===== src/rtl/alu_pipe_core.sv =====
// alu_pipe_core: two-stage pipelined ALU with a multiply-accumulate register
// and a sticky accumulator wrap flag. Stage 1 captures the operand set.
// Stage 2 computes the result and registers it together with the tag.
module alu_pipe_core #(
  parameter int unsigned OP_W  = 8,
  parameter int unsigned RES_W = 16
) (
  input  logic             clk,
  input  logic             reset,
  input  logic             valid_in,
  input  logic [2:0]       opcode,
  input  logic [OP_W-1:0]  a,
  input  logic [OP_W-1:0]  b,
  input  logic [OP_W-1:0]  addr_in,
  output logic             valid_out,
  output logic [RES_W-1:0] result,
  output logic [OP_W-1:0]  addr_out,
  output logic             acc_ovf
);

  typedef enum logic [2:0] {
    OP_NOP = 3'd0,
    OP_ADD = 3'd1,
    OP_SUB = 3'd2,
    OP_AND = 3'd3,
    OP_XOR = 3'd4,
    OP_MUL = 3'd5,
    OP_ACC = 3'd6,
    OP_CLR = 3'd7
  } op_e;

  // Stage 1 registers
  logic            s1_valid_q;
  op_e             s1_op_q;
  logic [OP_W-1:0] s1_a_q;
  logic [OP_W-1:0] s1_b_q;
  logic [OP_W-1:0] s1_addr_q;

  // Stage 2 registers and architectural state
  logic             valid_q;
  logic [RES_W-1:0] result_q, result_d;
  logic [OP_W-1:0]  addr_q;
  logic [RES_W-1:0] acc_q, acc_d;
  logic             ovf_q, ovf_d;

  // Operands widened to the result width
  logic [RES_W-1:0] ext_a, ext_b, prod;
  logic [RES_W:0]   acc_sum;

  assign ext_a   = RES_W'(s1_a_q);
  assign ext_b   = RES_W'(s1_b_q);
  assign prod    = ext_a * ext_b;
  assign acc_sum = {1'b0, acc_q} + {1'b0, prod};

  // Stage 1: capture the operand set every cycle
  always_ff @(posedge clk or posedge reset) begin
    if (reset) begin
      s1_valid_q <= 1'b0;
      s1_op_q    <= OP_NOP;
      s1_a_q     <= '0;
      s1_b_q     <= '0;
      s1_addr_q  <= '0;
    end else begin
      s1_valid_q <= valid_in;
      s1_op_q    <= op_e'(opcode);
      s1_a_q     <= a;
      s1_b_q     <= b;
      s1_addr_q  <= addr_in;
    end
  end

  // Stage 2 datapath: result, next accumulator and next wrap flag.
  // The accumulator is updated at the same edge the ACC result is registered.
  // So back-to-back ACCs already see every earlier update without forwarding.
  always_comb begin
    result_d = '0;
    acc_d    = acc_q;
    ovf_d    = ovf_q;
    unique case (s1_op_q)
      OP_NOP: result_d = '0;
      OP_ADD: result_d = ext_a + ext_b;
      OP_SUB: result_d = ext_a - ext_b;
      OP_AND: result_d = ext_a & ext_b;
      OP_XOR: result_d = ext_a ^ ext_b;
      OP_MUL: result_d = prod;
      OP_ACC: begin
        acc_d    = acc_sum[RES_W-1:0];
        ovf_d    = ovf_q | acc_sum[RES_W];
        result_d = acc_sum[RES_W-1:0];
      end
      OP_CLR: begin
        acc_d    = '0;
        ovf_d    = 1'b0;
        result_d = '0;
      end
      default: result_d = '0;
    endcase
  end

  // Stage 2: only valid transactions update the result, tag, accumulator and flag
  always_ff @(posedge clk or posedge reset) begin
    if (reset) begin
      valid_q  <= 1'b0;
      result_q <= '0;
      addr_q   <= '0;
      acc_q    <= '0;
      ovf_q    <= 1'b0;
    end else begin
      valid_q <= s1_valid_q;
      if (s1_valid_q) begin
        result_q <= result_d;
        addr_q   <= s1_addr_q;
        acc_q    <= acc_d;
        ovf_q    <= ovf_d;
      end
    end
  end

  assign valid_out = valid_q;
  assign result    = result_q;
  assign addr_out  = addr_q;
  assign acc_ovf   = ovf_q;

endmodule


===== config.mk =====
export PLATFORM = sky130hd
export DESIGN_NAME = alu_pipe_core
export DESIGN_NICKNAME = d
export VERILOG_FILES = /design/src/rtl/alu_pipe_core.sv
export SDC_FILE = /design/constraint.sdc
export NUM_CORES = 1
export LEC_CHECK = 0
export ABC_AREA = 1
export CAP_MARGIN = 5
export CORE_ASPECT_RATIO = 1.5
export CORE_MARGIN = 2
export CORE_UTILIZATION = 45
export DETAILED_ROUTE_END_ITERATION = 10
export GPL_TIMING_DRIVEN = 0
export RECOVER_POWER = 25
export SETUP_SLACK_MARGIN = 0.4
export SLEW_MARGIN = 20
export SYNTH_ARGS = -nofsm -noshare
export SYNTH_HDL_FRONTEND = slang
export SYNTH_SLANG_ARGS = --single-unit

===== constraint.sdc =====
create_clock -name clk -period 5.7 [get_ports clk]
set_input_delay 1.14 -clock clk [delete_from_list [all_inputs] [get_ports clk]]
set_output_delay 1.14 -clock clk [all_outputs]
set_load 0.01 [all_outputs]

==> results of run 1 <==
## sequential cells by signal (all words and copies together), names as in the netlist
| name | cells |
|---|---|
| acc_ovf | 1 |
| acc_q | 16 |
| addr_out | 8 |
| result | 16 |
| s1_a_q | 8 |
| s1_addr_q | 8 |
| s1_b_q | 8 |
| s1_op_q | 3 |
| s1_valid_q | 1 |
| valid_out | 1 |
## Yosys cell counts, drive strengths merged
cell type,instances,area (µm²)
buf,11,72.6
a22oi,1,7.51
o31ai,1,7.51
nand2,309,1160
and2,8,50.1
nand4,11,68.8
fa,39,781
nor2,35,131
o21ai,12,63.8
o311ai,1,16.3
dfrtp,70,1750
nand3,76,380
o211ai,1,7.51
o2111ai,1,8.76
ha,69,863
o22ai,18,113
nor3,8,85.1
a21oi,30,150
clkbuf,11,51.3
nand3b,5,37.5
o21bai,1,7.51
inv,229,860
xnor2,2,17.5
or2,5,31.3
a31oi,1,6.26
xor2,6,52.6
## placed cells by master, fill, tap and decap left out, types with 5 or more instances in the layout
| master | instances |
|---|---|
| sky130_fd_sc_hd__a21oi_1 | 22 |
| sky130_fd_sc_hd__nand4_1 | 11 |
| sky130_fd_sc_hd__nand3b_1 | 5 |
| sky130_fd_sc_hd__fa_1 | 38 |
| sky130_fd_sc_hd__ha_1 | 52 |
| sky130_fd_sc_hd__clkbuf_16 | 9 |
| sky130_fd_sc_hd__dfrtp_1 | 63 |
| sky130_fd_sc_hd__o21ai_0 | 9 |
| sky130_fd_sc_hd__o22ai_1 | 18 |
| sky130_fd_sc_hd__ha_4 | 13 |
| sky130_fd_sc_hd__dlygate4sd3_1 | 29 |
| sky130_fd_sc_hd__a21oi_2 | 8 |
| sky130_fd_sc_hd__buf_6 | 5 |
| sky130_fd_sc_hd__nand3_2 | 7 |
| sky130_fd_sc_hd__nor2_1 | 29 |
| sky130_fd_sc_hd__nand2_1 | 294 |
| sky130_fd_sc_hd__buf_2 | 7 |
| sky130_fd_sc_hd__nand2_2 | 12 |
| sky130_fd_sc_hd__nand3_1 | 69 |
| sky130_fd_sc_hd__clkdlybuf4s50_1 | 26 |
| sky130_fd_sc_hd__inv_1 | 225 |
| sky130_fd_sc_hd__dfrtp_2 | 7 |
| sky130_fd_sc_hd__buf_4 | 13 |
## final timing paths
check / slack (ns) / from / endpoint / depth (start not counted)
max reg2reg: 0.67 / s1_b_q[5]$_DFF_PP0_ / result[15]$_DFFE_PP0P_ / 27
max in group asynchronous: 3.47 / reset / result[11]$_DFFE_PP0P_ / 3
max: 0.67 / s1_b_q[5]$_DFF_PP0_ / result[15]$_DFFE_PP0P_ / 27
min in group asynchronous: 1.50 / reset / result[5]$_DFFE_PP0P_ / 2
min reg2reg: 0.38 / s1_valid_q$_DFF_PP0_ / valid_out$_DFF_PP0_ / 0
min: 0.38 / s1_valid_q$_DFF_PP0_ / valid_out$_DFF_PP0_ / 0
## report_power, final
group          internal, mW  switching [mW]  leakage (nW)
Combinational          1.10            1.51          3.72
Clock                 0.291           0.214         0.127
Sequential            0.591          0.0739         0.859
Total                  1.98            1.80          4.71
## cells by family after synthesis
logic type	after synthesis
simple gates	457
fa+ha+maj	108
buf+inv	251
compound gates	67
xor+xnor	8
flops	70
## metrics by stage
step                setup TNS (ns)  cell area, µm²
global route                     0            8340
global placement           -0.0355            7580
CTS                              0            8020
finish                           0            8340
floorplan                        0            6780
detailed placement         -0.0773            7610
## metal layers
layer	wire length, µm	GRT usage (%)
met1	7460	27.3
met3	478	2.95
met4	845	11.4
met2	9310	42.0
met5	0	0
## what timing repair did
item,in CTS,in global routing
setup endpoints to repair,16,17
setup buffers,0,7
gates resized for setup,32,81
hold buffers,0,0
pin swaps,0,22
## worst reg2reg max path, stage by stage, from the launching register on
cell and delay (ns):
sky130_fd_sc_hd__dfrtp_1 0.37, sky130_fd_sc_hd__buf_4 0.17, sky130_fd_sc_hd__nand2_1 0.06, sky130_fd_sc_hd__inv_1 0.05, sky130_fd_sc_hd__fa_1 0.51, sky130_fd_sc_hd__fa_1 0.52, sky130_fd_sc_hd__fa_1 0.54, sky130_fd_sc_hd__inv_1 0.05
sky130_fd_sc_hd__fa_1 0.56, sky130_fd_sc_hd__inv_1 0.08, sky130_fd_sc_hd__ha_4 0.31, sky130_fd_sc_hd__nand2_4 0.08, sky130_fd_sc_hd__inv_1 0.06, sky130_fd_sc_hd__nand2_1 0.08, sky130_fd_sc_hd__nand2_1 0.06, sky130_fd_sc_hd__nand2_1 0.06
sky130_fd_sc_hd__nand3_1 0.09, sky130_fd_sc_hd__nand2_1 0.07, sky130_fd_sc_hd__and2_4 0.17, sky130_fd_sc_hd__ha_4 0.24, sky130_fd_sc_hd__a21oi_1 0.17, sky130_fd_sc_hd__nand2_1 0.09, sky130_fd_sc_hd__a21oi_2 0.13, sky130_fd_sc_hd__nand3_1 0.12
sky130_fd_sc_hd__nand3_2 0.10, sky130_fd_sc_hd__nand3_1 0.08, sky130_fd_sc_hd__nand2_1 0.08, sky130_fd_sc_hd__nand2_1 0.04
## layout make-up
type / count / area [µm²]
Timing Repair Buffer: 63 / 631
Multi-Input combinational cell: 640 / 4400
Inverter: 229 / 861
Tap cell: 199 / 249
Buffer: 22 / 173
Clock inverter: 6 / 38.8
Fill cell: 1458 / 6590
Clock buffer: 9 / 225
Sequential cell: 70 / 1760
==> summary.md, run 1 <==
| Metric | Value |
|---|---|
| Run status | finished clean |
| Initial standard-cell utilization of the core | a little under half |
| Total power consumption of the routed design | ~3.8 mW |
| Number of synthesized register bits | 70 |
| Num CTS Buffers | 9 |
| Post-Syn Area per Cell | 7.06 µm² |
| Minimum setup slack after placement | -0.0692 ns |
| Vias in the first global route | between 6,000 and 7,000 |
| Via density | between 4 and 5 |
| Root Driver | sky130_fd_sc_hd__clkbuf_16 |
| Initial antenna violation count | 0 |
| Transition time at the pin with the least slew margin | 1.21 ns |
| Area of the core | around 15,000 µm² |
| Number of standard cells after synthesis | roughly 960 |
| Worst path buffer plus inverter count | 5 |
| Number of sinks on the clock net | 70 |
| Endpoint type of the worst setup path | flop |
| Share of the core filled with cells | between 50% and 60% |
| Final worst setup slack | 0.669 ns |
| Total DRC errors in the routed layout | 0 |
| Post-Synth XOR/XNOR Area | under 10% |
| Sequential cell area fraction in the yosys report | between 20% and 30% |
| Clock-pin slew of the registers on the worst-case setup and hold paths | ~0.060 ns |
| Cell variety after synth | 35 |
| Final cycle utilization of the critical path | just under 90% |
| Worst hold slack across all endpoints | between 0.3 and 0.4 ns |
| Startpoint class of the critical path | flop |
| Pre-Repair DR Iteration Count | 5 |
| Final Max Tran Viols | 0 |
| Required time at the worst-slack endpoint | 5.93 ns |
| DRT antenna net count | 0 |
| Die Y-Extent | 154 µm |
| Compound-cell area share of the yosys netlist | about 5.7% |
| Synthesized area | ~6800 µm² |
| Crit-path leading delay family | adder cells |
| Die outline area | 16,100 µm² |
| HPWL after detailed placement | between 10 and 15 mm |
| Cell Count Post-Placement | roughly 1,200 |
| Most frequent CP cell | sky130_fd_sc_hd__nand2_1 |
| Path class of the lowest-slack min-delay path | flop to flop |
| Vias | about 6,000 |
| Net Count, Synth | between 1,000 and 1,500 |
| Total track usage | a little under a quarter |
| Synth Area in Simple Gates | approximately 29% |
| Worst skew pair latency | around 0.33 ns |
| Number of buffers inserted by port buffering | 55 |
| Die span in x | ~100 µm |
| Final Wtd Congestion | between 0.9 and 1 |
| Number of max-capacitance violations reported | 0 |
| Setup Skew | roughly 0.011 ns |
| Number of hold-slack violations in the final timing report | 0 |
| Buffer levels on the longest clock path | 2 |
| Maximum clock frequency | 199 MHz |
| Antenna diodes | 0 |
| Pin count of the biggest net entering global routing | 47 |
| Global-route wire length before repair | approximately 30 mm |
| Arrival time at the worst endpoint | 5.26 ns |
| CTS tree | done |
| # H-tree levels | 3 |
| Static leakage power | about 4.7 nW |
| Total global routing overflow | 0 |
| Area growth from synthesis to layout | 23.0% |
| Unrepaired setup endpoints after global routing | no |
| Main combinational cell family by area after synthesis | simple AND/OR/NAND/NOR gates |
| Synthesized-area fraction occupied by adder cells | around a quarter |
| Number of standard cells in the layout, taps in and fillers out | around 1,200 |
| Share of synthesized area spent on multiplexers | 0% |
| Peak VDD IR | between 200 and 250 µV |
| Worst stage delay on the critical path | between 0.5 and 0.6 ns |
| Ports | 56 |
| P per Cell Area | about 450 nW/µm² |
| Synthesis warning total | 0 |
| Number of nets in the layout | approximately 1,200 |
| Cell Rows | 55 |
| Worst-path fanout max | 8 |
| Final Critical Period | roughly 5.0 ns |
| Remaining max-slew budget at the tightest pin | 19.1% |
| Final wirelength | between 15 and 20 mm |
| First-iteration detailed-routing DRC count | approximately 240 |
| Fraction of final layout cells with drive strength greater than 1 | between 10% and 20% |
| Wire per inst | ~15 µm |
| Classification of the worst setup path | flop to flop |
| Setup violators final | 0 |
| Cell with the largest stage delay on the worst path | sky130_fd_sc_hd__fa_1 |
Note: power is estimated with default switching activity, not from simulation.
==> run 2: changes to the inputs <==
--- a/config.mk
+++ b/config.mk
@@ -8,7 +8,6 @@
 export ABC_AREA = 1
 export CAP_MARGIN = 5
 export CORE_ASPECT_RATIO = 1.5
-export CORE_MARGIN = 2
 export CORE_UTILIZATION = 45
 export DETAILED_ROUTE_END_ITERATION = 10
 export GPL_TIMING_DRIVEN = 0
==> summary.md, run 2 (synthesis results as in run 1) <==
| Metric | Value |
|---|---|
| Static leakage power | about 4.7 nW |
| Post-DP Area | 7610 µm² |
| Transition time at the pin with the least slew margin | 1.14 ns |
| Pin count of the biggest net entering global routing | 46 |
| Number of sinks on the clock net | 70 |
| Total global routing overflow | 0 |
| Num CTS Buffers | 9 |
| Die span in x | 102 µm |
| P per Cell Area | between 400 and 500 nW/µm² |
| Setup Skew | about 0.015 ns |
| Worst-path fanout max | 8 |
| Pre-Repair DR Iteration Count | 4 |
| Cts-stage hold buffer count | 0 |
| Highest-count cells in the layout ignoring fill and taps | 296 x sky130_fd_sc_hd__nand2_1, 223 x sky130_fd_sc_hd__inv_1, 73 x sky130_fd_sc_hd__nand3_1 |
| Total DRC errors in the routed layout | 0 |
| Final wirelength | approximately 18 mm |
| Final Wtd Congestion | between 0.9 and 1 |
| Unrepaired setup endpoints after global routing | no |
| Cell Rows | 54 |
| Wire per inst | roughly 14 µm |
| Path class of the lowest-slack min-delay path | flop to flop |
| Maximum clock frequency | between 150 and 200 MHz |
| Remaining max-slew budget at the tightest pin | 23.9% |
| Buffer levels on the longest clock path | 2 |
| Endpoint type of the worst setup path | flop |
| Worst skew pair latency | about 0.34 ns |
| Setup violators final | 0 |
| Root Driver | sky130_fd_sc_hd__clkbuf_16 |
| Arrival time at the worst endpoint | approximately 5.3 ns |
| Total track usage | around 25% |
| Number of hold-slack violations in the final timing report | 0 |
| Share of the core filled with cells | between 50% and 60% |
| Final cycle utilization of the critical path | between 80% and 90% |
| Die outline area | roughly 16,000 µm² |
| Vias | ~6,000 |
| Clock-pin slew of the registers on the worst-case setup and hold paths | approximately 0.060 ns |
| Area growth from synthesis to layout | 23.3% |
| Ports | 56 |
| Final Critical Period | 5.05 ns |
| Peak VDD IR | between 200 and 250 µV |
| CTS tree | done |
| Number of nets in the layout | between 1,000 and 1,500 |
| HPWL after detailed placement | ~15 mm |
| Antenna diodes | 0 |
| Vias in the first global route | between 6,000 and 7,000 |
| DRT antenna net count | 0 |
| Via density | between 4 and 5 |
| Die Y-Extent | ~150 µm |
| Run status | finished clean |
| Startpoint class of the critical path | flop |
| Commonest non-fill, non-tap cell in the layout | sky130_fd_sc_hd__nand2_1 |
| Area of the core | around 15,000 µm² |
| Number of max-capacitance violations reported | 0 |
| Number of buffers inserted by port buffering | 55 |
| First-iteration detailed-routing DRC count | around 260 |
| # H-tree levels | 3 |
| Classification of the worst setup path | flop to flop |
| Final cell area excluding filler cells | approximately 8400 µm² |
| Global-route wire length before repair | just under 30 mm |
| Initial standard-cell utilization of the core | a little under half |
| Initial antenna violation count | 0 |
| Fraction of final layout cells with drive strength greater than 1 | a little under an eighth |
| Required time at the worst-slack endpoint | around 5.9 ns |
| Final Max Tran Viols | 0 |
run 2: cell types whose count changed in the layout (fill, tap and decap cells not counted), sizes merged:
cell / change
clkinv: -2
bufinv: +1
clkinvlp: +1
clkbuf: +1
buf: +3
run 2: stage by stage:
stage / power, mW / setup TNS, ns / std cells / setup WS, ns / hold slack (ns)
after floorplan: 2.17 / 0 / 961 / 0.716 / 0.355
after global placement: 2.71 / -0.00508 / 1212 / -0.00508 / 0.358
after detailed placement: 2.73 / -0.110 / 1213 / -0.0634 / 0.371
after CTS: 3.45 / 0 / 1230 / 0.378 / 0.376
after global routing: 4.15 / 0 / 1239 / 0.392 / 0.383
final: 3.78 / 0 / 1239 / 0.653 / 0.373
run 2: area by class of cell:
cell class	count	area, µm²
fillers	1438	6290
multi-input cells	640	4360
flip-flops and latches	70	1760
inverters	229	861
repair buffers	66	657
well taps	196	245
clock buffers	10	229
plain buffers	22	184
clock inverters	6	70.1
run 2: worst paths after layout:
kind                                      start                      to  slack (ns)  cells past startpoint
max                         s1_a_q[5]$_DFF_PP0_  result[13]$_DFFE_PP0P_        0.65                     24
min                        s1_valid_q$_DFF_PP0_     valid_out$_DFF_PP0_        0.37                      0
max reg2reg                 s1_a_q[5]$_DFF_PP0_  result[13]$_DFFE_PP0P_        0.65                     24
min reg2reg                s1_valid_q$_DFF_PP0_     valid_out$_DFF_PP0_        0.37                      0
max in group asynchronous                 reset  result[14]$_DFFE_PP0P_        3.52                      3
min in group asynchronous                 reset   result[3]$_DFFE_PP0P_        1.48                      2
run 2: power by group:
group	switching, mW	internal, mW
logic	1.47	1.08
registers	0.0721	0.591
clock network	0.230	0.341
total	1.77	2.01
run 2: per-layer routing:
metal / track usage, % / vias up / part of all wire, %
met5: 0 / - / 0
met4: 10.9 / 0 / 3.8
met3: 3.12 / 38 / 2.6
met2: 45.0 / 118 / 53
met1: 28.7 / 2790 / 41
li1: - / 3076 / -
run 2: repair_timing:
item,4_1_cts,5_1_grt
setup buffers,1,9
pin swaps,2,24
resized for setup,27,81
endpoints found under the setup margin,16,16
run 2: critical path, cell delays in order, from the launching register on:
cell	delay [ns]
sky130_fd_sc_hd__dfrtp_2	0.48
sky130_fd_sc_hd__ha_2	0.25
sky130_fd_sc_hd__fa_1	0.49
sky130_fd_sc_hd__inv_1	0.06
sky130_fd_sc_hd__fa_1	0.57
sky130_fd_sc_hd__inv_1	0.07
sky130_fd_sc_hd__fa_1	0.48
sky130_fd_sc_hd__ha_1	0.30
sky130_fd_sc_hd__ha_1	0.39
sky130_fd_sc_hd__nand2_1	0.15
sky130_fd_sc_hd__inv_1	0.06
sky130_fd_sc_hd__a21oi_1	0.18
sky130_fd_sc_hd__nand4_1	0.16
sky130_fd_sc_hd__and2_4	0.21
sky130_fd_sc_hd__ha_4	0.24
sky130_fd_sc_hd__nand2_2	0.11
sky130_fd_sc_hd__inv_1	0.06
sky130_fd_sc_hd__nand2_1	0.06
sky130_fd_sc_hd__nand2_1	0.05
sky130_fd_sc_hd__a21oi_2	0.12
sky130_fd_sc_hd__nand3_1	0.08
sky130_fd_sc_hd__nand3_1	0.14
sky130_fd_sc_hd__nand3_1	0.11
sky130_fd_sc_hd__nand2_1	0.07
sky130_fd_sc_hd__nand2_1	0.05
==> run 3: changes to the inputs <==
--- a/config.mk
+++ b/config.mk
@@ -7,7 +7,6 @@
 export LEC_CHECK = 0
 export ABC_AREA = 1
 export CAP_MARGIN = 5
-export CORE_ASPECT_RATIO = 1.5
 export CORE_UTILIZATION = 45
 export DETAILED_ROUTE_END_ITERATION = 10
 export GPL_TIMING_DRIVEN = 0
==> summary.md, run 3 (synthesis results as in run 1) <==
| Metric | Value |
|---|---|
| Root Driver | sky130_fd_sc_hd__clkbuf_16 |
| Worst skew pair latency | ~0.35 ns |
| Final Wtd Congestion | around 0.89 |
| Peak VDD IR | between 200 and 250 µV |
| Static leakage power | around 4.7 nW |
| First-iteration detailed-routing DRC count | ~330 |
| Number of standard cells in the layout, taps in and fillers out | around 1,200 |
| Unrepaired setup endpoints after global routing | yes |
| Maximum clock frequency | about 200 MHz |
| Fraction of final layout cells with drive strength greater than 1 | between 10 and 15% |
| Total DRC errors in the routed layout | 0 |
| Filler Cells Inserted | approximately 1,400 |
| Setup Skew | roughly 0.0089 ns |
| Endpoint type of the worst setup path | flop |
| Crit path depth | 26 |
| Startpoint class of the critical path | flop |
| Commonest non-fill, non-tap cell in the layout | sky130_fd_sc_hd__nand2_1 |
| Pre-Repair DR Iteration Count | 5 |
| Path class of the lowest-slack min-delay path | flop to flop |
| DRT antenna net count | 0 |
| Remaining max-slew budget at the tightest pin | under 10% |
| CTS tree | done |
| Cell with the largest stage delay on the worst path | sky130_fd_sc_hd__fa_1 |
| Number of hold-slack violations in the final timing report | 0 |
| Die span in x | 125 µm |
| Worst stage delay on the critical path | between 0.5 and 0.6 ns |
| Number of nets in the layout | approximately 1,200 |
| Highest-count cells in the layout ignoring fill and taps | 294 x sky130_fd_sc_hd__nand2_1, 224 x sky130_fd_sc_hd__inv_1, 68 x sky130_fd_sc_hd__nand3_1 |
| # H-tree levels | 3 |
| Clock-pin slew of the registers on the worst-case setup and hold paths | 0.06 ns |
| Final wirelength | 17.4 mm |
| Total Negative Setup Slacks | 0 ns |
| Number of sinks on the clock net | 70 |
| HPWL after detailed placement | between 10 and 15 mm |
| Area of the core | about 15,000 µm² |
| Total global routing overflow | 0 |
| Buffer levels on the longest clock path | 2 |
| Die outline area | between 15,000 and 20,000 µm² |
| Area growth from synthesis to layout | 23.4% |
| Final Critical Period | 5.02 ns |
| Capture point of the worst reg-to-reg path | acc_ovf$_DFFE_PP0P_ |
| Cell Count Post-Placement | approximately 1,200 |
| Wire per inst | around 14 µm |
| Vias | about 6,000 |
| Worst hold path stage count | 0 |
| Number of cells on the worst reg-to-reg path | 26 |
| Total track usage | between 20% and 30% |
| Final Max Tran Viols | 0 |
| Most frequent CP cell | sky130_fd_sc_hd__nand2_1 |
| Initial standard-cell utilization of the core | a little under half |
| Worst path buffer plus inverter count | 6 |
| Crit-path leading delay family | adder cells |
| CP Capture Point | acc_ovf$_DFFE_PP0P_ |
| Number of buffers inserted by port buffering | 55 |
| Launching instance or port of the critical path | s1_a_q[1]$_DFF_PP0_ |
| Classification of the worst setup path | flop to flop |
| Arrival time at the worst endpoint | roughly 5.2 ns |
| Ports | between 50 and 60 |
| Global-route wire length before repair | between 20 and 30 mm |
| Via density | between 4 and 5 |
| Pin count of the biggest net entering global routing | 39 |
| Critical R2R Launch | s1_a_q[1]$_DFF_PP0_ |
| Antenna diodes | 0 |
| Initial antenna violation count | 0 |
| Cts-stage hold buffer count | 0 |
| Number of max-capacitance violations reported | 0 |
| Worst hold slack across all endpoints | around 0.39 ns |
| Num CTS Buffers | 9 |
| Worst setup slack for register-to-register paths | 0.68 ns |
| Run status | finished clean |
| Cell Rows | 44 |
| Die Y-Extent | around 120 µm |
| Final cycle utilization of the critical path | between 80% and 90% |
| Worst-path fanout max | 7 |
| Required time at the worst-slack endpoint | 5.92 ns |
| Vias in the first global route | between 5,000 and 6,000 |
| P per Cell Area | 459 nW/µm² |
| Transition time at the pin with the least slew margin | roughly 1.5 ns |
| Setup violators final | 0 |
==> run 3: stage by stage <==
step	cell area, µm²	worst slack [ns]	total power [mW]	util [%]
2_1_floorplan	6780	0.716	2.17	-
6_report	8370	0.676	3.85	57.2
3_3_place_gp	7560	0.103	2.67	51.7
3_5_place_dp	7590	0.0806	2.69	51.8
4_1_cts	8010	0.409	3.44	54.7
5_1_grt	8370	0.345	4.24	57.2
==> run 3: how the worst min path moves through the flow <==
stage | from | end
finish | s1_valid_q$_DFF_PP0_ | valid_out$_DFF_PP0_
global route | s1_valid_q$_DFF_PP0_ | valid_out$_DFF_PP0_
CTS | s1_valid_q$_DFF_PP0_ | valid_out$_DFF_PP0_
detailed placement | s1_valid_q$_DFF_PP0_ | valid_out$_DFF_PP0_
global placement | s1_valid_q$_DFF_PP0_ | valid_out$_DFF_PP0_
floorplan | s1_valid_q$_DFF_PP0_ | valid_out$_DFF_PP0_
==> run 3: repair_timing <==
action                     4_1_cts  5_1_grt
cloned                           0        0
setup buffers                    0        9
setup endpoints to repair       14       16
gates resized for setup         23       84
pin swaps                        1       16
==> run 3: layer usage <==
layer  share of wire [%]  track usage [%]
met3                 4.2             4.34
met1                  48             32.7
met2                  47             39.8
met4                 1.3             5.30
met5                   0                0
==> run 3: final cells by class <==
cell class	count	area, µm²	area share [%]
buffer	22	171	2.05
clock buffer	9	225	2.69
clock inverter	7	105	1.26
inverter	229	861	10.3
multi-input combinational	640	4380	52.3
sequential	70	1760	21.0
tap	184	230	2.75
timing repair buffer	65	638	7.62
==> run 3: report_power, final <==
group | internal [mW] | leakage (nW) | switching, mW
sequential | 0.591 | 0.859 | 0.0720
combinational | 1.06 | 3.72 | 1.48
clock | 0.390 | 0.159 | 0.249
total | 2.04 | 4.74 | 1.80
